$ cat config.mk
export PLATFORM = sky130hd
export DESIGN_NAME = mem_access_ctrl
export DESIGN_NICKNAME = d
export VERILOG_FILES = /design/src/rtl/mem_access_ctrl.sv
export SDC_FILE = /design/constraint.sdc
export NUM_CORES = 1
export LEC_CHECK = 0
export ABC_AREA = 1
export BUFFER_PORTS_ARGS = -buffer_cell sky130_fd_sc_hd__buf_2
export CORE_MARGIN = 3
export CORE_UTILIZATION = 40
export DETAILED_ROUTE_END_ITERATION = 6
export PLACE_DENSITY = 0.65
export SLEW_MARGIN = 15
export SYNTH_ARGS = -nofsm -noshare
export SYNTH_HDL_FRONTEND = slang
export SYNTH_SLANG_ARGS = --single-unit
$ cat constraint.sdc
create_clock -name clk -period 1.9 [get_ports clk]
set_input_delay 0.285 -clock clk [delete_from_list [all_inputs] [get_ports clk]]
set_output_delay 0.285 -clock clk [all_outputs]
set_load 0.02 [all_outputs]
$ cat src/rtl/mem_access_ctrl.sv
// rtl/mem_access_ctrl.sv - load/store controller for a single-port synchronous data memory
//
// Purpose: accepts one word or byte load/store at a time over a valid/ready
// handshake, drives the memory pins, captures one-cycle-latency read data and
// returns a response strobe per request. Byte stores are read-modify-write.
// Word addresses >= DEPTH are rejected without touching memory.
//
// Ports:
//   clk, rst            clock, synchronous active-high reset
//   i_req_valid         request present
//   o_req_ready         request accepted this cycle (IDLE only)
//   i_req_we            1 = store, 0 = load
//   i_req_byte          1 = byte op, 0 = word op
//   i_req_addr          byte address; [ADDR_W:1] word, [0] lane
//   i_req_wdata         store data (byte stores use [7:0])
//   o_resp_valid        one-cycle response strobe
//   o_resp_err          illegal address qualifier
//   o_resp_rdata        load data, zero for stores and errors
//   o_mem_addr          memory word address
//   o_mem_we            memory write enable
//   o_mem_wd            memory write data
//   i_mem_rd            memory read data (one cycle after address)
module mem_access_ctrl #(
  parameter int ADDR_W = 8,
  parameter int DEPTH  = 255
) (
  input  logic              clk,
  input  logic              rst,
  input  logic              i_req_valid,
  output logic              o_req_ready,
  input  logic              i_req_we,
  input  logic              i_req_byte,
  input  logic [ADDR_W:0]   i_req_addr,
  input  logic [15:0]       i_req_wdata,
  output logic              o_resp_valid,
  output logic              o_resp_err,
  output logic [15:0]       o_resp_rdata,
  output logic [ADDR_W-1:0] o_mem_addr,
  output logic              o_mem_we,
  output logic [15:0]       o_mem_wd,
  input  logic [15:0]       i_mem_rd
);

  typedef enum logic [2:0] {
    ST_IDLE  = 3'd0,
    ST_READ  = 3'd1,
    ST_WAIT  = 3'd2,
    ST_WRITE = 3'd3,
    ST_ERR   = 3'd4
  } state_t;

  localparam logic [ADDR_W:0] LP_DEPTH = (ADDR_W+1)'(DEPTH);

  state_t              r_state;
  state_t              w_next;
  logic                r_we;
  logic                r_byte;
  logic [ADDR_W:0]     r_addr;
  logic [15:0]         r_wdata;
  logic [15:0]         r_merged;
  logic [ADDR_W-1:0]   r_last_addr;
  logic                w_mem_we;
  logic                w_accept;
  logic                w_illegal;
  logic [ADDR_W-1:0]   w_word;
  logic [7:0]          w_rd_byte;

  assign w_word    = r_addr[ADDR_W:1];
  assign w_accept  = (r_state == ST_IDLE) && i_req_valid;
  assign w_illegal = {1'b0, i_req_addr[ADDR_W:1]} >= LP_DEPTH;
  assign w_rd_byte = r_addr[0] ? i_mem_rd[15:8] : i_mem_rd[7:0];

  always_ff @(posedge clk) begin
    if (rst) begin
      r_state     <= ST_IDLE;
      r_we        <= 1'b0;
      r_byte      <= 1'b0;
      r_addr      <= '0;
      r_wdata     <= '0;
      r_merged    <= '0;
      r_last_addr <= '0;
    end else begin
      r_state <= w_next;
      if (w_accept) begin
        r_we    <= i_req_we;
        r_byte  <= i_req_byte;
        r_addr  <= i_req_addr;
        r_wdata <= i_req_wdata;
      end
      // Merge the new byte into the word just read; only used by byte stores.
      if (r_state == ST_WAIT) begin
        r_merged <= r_addr[0] ? {r_wdata[7:0], i_mem_rd[7:0]}
                              : {i_mem_rd[15:8], r_wdata[7:0]};
      end
      // Memory address holds its last driven value outside READ/WRITE.
      if (r_state == ST_READ || r_state == ST_WRITE) begin
        r_last_addr <= w_word;
      end
    end
  end

  always_comb begin
    w_next       = r_state;
    o_req_ready  = 1'b0;
    o_resp_valid = 1'b0;
    o_resp_err   = 1'b0;
    o_resp_rdata = 16'h0000;
    o_mem_addr   = r_last_addr;
    w_mem_we     = 1'b0;
    o_mem_wd     = 16'h0000;
    case (r_state)
      ST_IDLE: begin
        o_req_ready = ~rst;
        if (i_req_valid) begin
          if (w_illegal)                   w_next = ST_ERR;
          else if (i_req_we && !i_req_byte) w_next = ST_WRITE;
          else                              w_next = ST_READ;
        end
      end
      ST_READ: begin
        o_mem_addr = w_word;
        w_next     = ST_WAIT;
      end
      ST_WAIT: begin
        if (!r_we) begin
          o_resp_valid = 1'b1;
          o_resp_rdata = r_byte ? {8'h00, w_rd_byte} : i_mem_rd;
          w_next       = ST_IDLE;
        end else begin
          w_next = ST_WRITE;
        end
      end
      ST_WRITE: begin
        o_mem_addr   = w_word;
        w_mem_we     = 1'b1;
        o_mem_wd     = r_byte ? r_merged : r_wdata;
        o_resp_valid = 1'b1;
        w_next       = ST_IDLE;
      end
      ST_ERR: begin
        o_resp_valid = 1'b1;
        o_resp_err   = 1'b1;
        w_next       = ST_IDLE;
      end
      default: w_next = ST_IDLE;
    endcase
  end

  // Reset must suppress a write even if it lands in the WRITE cycle.
  assign o_mem_we = w_mem_we & ~rst;

endmodule
==> summary.txt <==
Outcome
  • Status: completed

Logic synthesis
  • XOR/XNOR Fraction of Synth Area: 0%
  • Post-Syn Area per Cell: between 6 and 7 um^2
  • Syn Inst Count: approximately 440
  • Flops & latches, synth: 54
  • Mux cell area share after synthesis: 0%
  • Yosys cell types: 21
  • Syn. warnings: 0
  • Seq/Total Area, Yosys: between 30% and 40%
  • Adder-cell share of the synthesized area: 0%
  • Simple-gate share of the synthesized area: between 30% and 40%
  • Syn_nets: 490
  • Syn Std Cell Area: about 2800 um^2
  • Synth Area in Compound Gates: between 10% and 20%
  • Largest family of logic cells by synthesized area: simple AND/OR/NAND/NOR gates

Power and ir drop
  • Peak supply drop: approximately 0.45 mV
  • Static Leakage: roughly 0.0017 uW
  • Total Power: approximately 2700 uW
  • Cell Pwr Density: around 770 nW/um^2

Floorplan
  • Core Region: ~6500 um^2
  • Initial Utilization: between 40% and 50%
  • Die width: just under 90 um
  • Die Y: 89.4 um
  • Ports: 90
  • Die Footprint: between 7000 and 8000 um^2
  • Row cnt: 29

Routing
  • DR top layer: met4
  • Routed wl met3: between 400 and 500 um
  • Met2 WL: approximately 3300 um
  • Mean routed wirelength per cell: approximately 12 um
  • Detail Route Antenna Nets: 0
  • Met1 wire length: roughly 3600 um
  • Drc violations: 0
  • Vias: ~2900
  • Via/cell ratio: 4.83
  • Drt pass-1 iters: 4
  • Final wirelength: about 7400 um
  • 1st-iter DRT viols: 150

Layout
  • Fillcell total: 700
  • Final Cell Area: 3450 um^2
  • Fraction of layout cells with a size suffix above 1: between 20% and 30%
  • Antenna cells: 0
  • Nets: around 570
  • Storage cell area: 1090 um^2
  • Area of the multi-input gates: approximately 1400 um^2
  • Synth-to-layout area growth: 24.1%

Run
  • Max-Cap Viols: 0

STA
  • Maximum clock frequency: ~0.55 GHz
  • Final hold viol count: 0
  • Slew Limit Headroom: between 60 and 70%
  • Final setup fails: 0
  • RSZ-0062 raised after global routing: false
  • Worst setup margin: 0.0877 ns
  • Final period utilization: 95.4%
  • TNS Setup: 0 ns
  • Least-Margin Pin Slew: ~0.51 ns
  • Slew Limit Fails: 0
  • Final min period: around 1.8 ns
  • Clock Skews: ~0.009 ns
  • Worst hold slack: 0.237 ns

Hold path
  • Worst hold path depth: 3
  • HP Start: i_req_wdata[1]
  • Min-delay worst type: in2reg
  • Hold endpoint: r_wdata[1]$_SDFFE_PP0P_

Critical path
  • Crit path DAT: approximately 1.5 ns
  • CP required: between 1.5 and 2 ns
  • R2R setup slack: just under 0.5 ns
  • Peak fanout along the critical path: 8
  • Critical R2R Launch: r_state[0]$_SDFFE_PP0P_
  • R2r worst-path depth: 6
  • CP Capture Type: output pin
  • CP startpoint kind: flop
  • WS Path Type: reg2out
  • Reg2Reg Capture Point: r_addr[0]$_SDFFE_PP0P_

Clock tree
  • H-tree depth: 2
  • Worst-path clk slew: 0.10 ns
  • CTS tree: done
  • # hold bufs at CTS: 0
  • Clock sinks: 54
  • CTS root buf: clkbuf_8
  • CTS Buffer Depth: 2
  • Number of CTS-inserted buffers: 5
  • Worst-Skew Late Latency: approximately 0.31 ns

Global routing
  • Global-route wire length before repair: around 12000 um
  • Total gr overflow: 0
  • Vias in the first global route: approximately 2600
  • Largest net degree at the start of global routing: 40
  • Gr usage total: between 10% and 20%
  • Initial antenna violation count: 0

Placement
  • Dpl hpwl: about 5400 um
  • GP Congestion: just under 0.8
  • Pre-CTS setup slack: 0.241 ns
  • Area of placed instances: ~3300 um^2
  • IO Port Bufs: 89
==> cell usage after synthesis, drive strengths merged <==
cell type / n / area (um^2)
a21oi: 53 / 265
buf: 11 / 60.1
clkbuf: 18 / 67.6
clkinv: 1 / 5.00
dfxtp: 54 / 1080
inv: 62 / 233
nand2: 135 / 517
nand3: 37 / 198
nand3b: 1 / 7.51
nor2: 29 / 131
nor3: 1 / 5.00
o211ai: 1 / 7.51
o21ai: 40 / 200
or2: 1 / 6.26
==> stage by stage <==
| step | utilization [%] | std cells |
|---|---|---|
| 2_1_floorplan | - | 444 |
| 3_3_place_gp | 50.3 | 593 |
| 3_5_place_dp | 50.3 | 593 |
| 4_1_cts | 51.8 | 601 |
| 5_1_grt | 52.9 | 603 |
| 6_report | 52.9 | 603 |
==> cell usage in the layout, fill, tap and decap left out, types with 2 or more instances in the layout <==
master      n
buf_2      81
inv_1      60
nor2_1     19
clkbuf_8    6
dfxtp_1    52
inv_4       2
nand3_1    36
o21ai_0    38
buf_4      20
o21ai_1     2
a21oi_1    53
buf_6       2
nor2_2      9
nand2_1   131
nand2_2     3
==> power by group <==
| group | total (uW) | internal (uW) | switching, uW |
|---|---|---|---|
| combinational | 725 | 250 | 475 |
| clock | 665 | 295 | 370 |
| sequential | 1270 | 1220 | 51.8 |
| total | 2660 | 1770 | 897 |
==> what timing repair did <==
item	CTS	global route
setup buffers	0	2
endpoints found under the setup margin	16	22
pin swaps	0	2
resized for setup	4	20
==> worst max path at each step <==
stage	startpoint	to	slack (ns)	cells after the start
after floorplan	r_state[2]$_SDFFE_PP0P_	o_resp_rdata[10]	0.33	7
after global placement	r_state[2]$_SDFFE_PP0P_	o_resp_rdata[14]	0.27	7
after detailed placement	r_state[2]$_SDFFE_PP0P_	o_resp_rdata[14]	0.24	7
after CTS	r_state[2]$_SDFFE_PP0P_	o_resp_rdata[14]	0.02	7
after global routing	r_state[2]$_SDFFE_PP0P_	o_resp_rdata[12]	0.0006	7
final	r_state[2]$_SDFFE_PP0P_	o_resp_rdata[12]	0.09	7
==> layout make-up <==
type                            instances  share of cell area [%]
Clock buffer                            7                    2.50
Clock inverter                          1                   0.145
Inverter                               63                    6.99
Multi-Input combinational cell        298                    39.4
Sequential cell                        54                    31.4
Tap cell                               77                    2.79
Timing Repair Buffer                  103                    16.7
==> critical path, cell delays in order, from the launching register on <==
cell and delay [ns]:
dfxtp_4 0.38, inv_4 0.07, nand3_4 0.07, inv_4 0.08, nand2_8 0.05, or2_4 0.32, nor2_4 0.13, buf_6 0.12
==> routing by layer <==
layer  up-vias  global-route usage, %
li1       1545                      -
met1      1287                   26.6
met2        75                   29.9
met3         7                   3.69
met4         0                   4.60
met5         -                      0
==> kinds of logic after synthesis <==
group,after synthesis
buf+inv,92
compound gates,94
simple gates,204
flops,54
==> sequential cells by signal, indices dropped and copies added (netlist names) <==
name and cells:
r_addr 9, r_we 1, r_state 3, r_byte 1, r_merged 16, r_last_addr 8
r_wdata 16
Power figures use the tool's default switching activity.
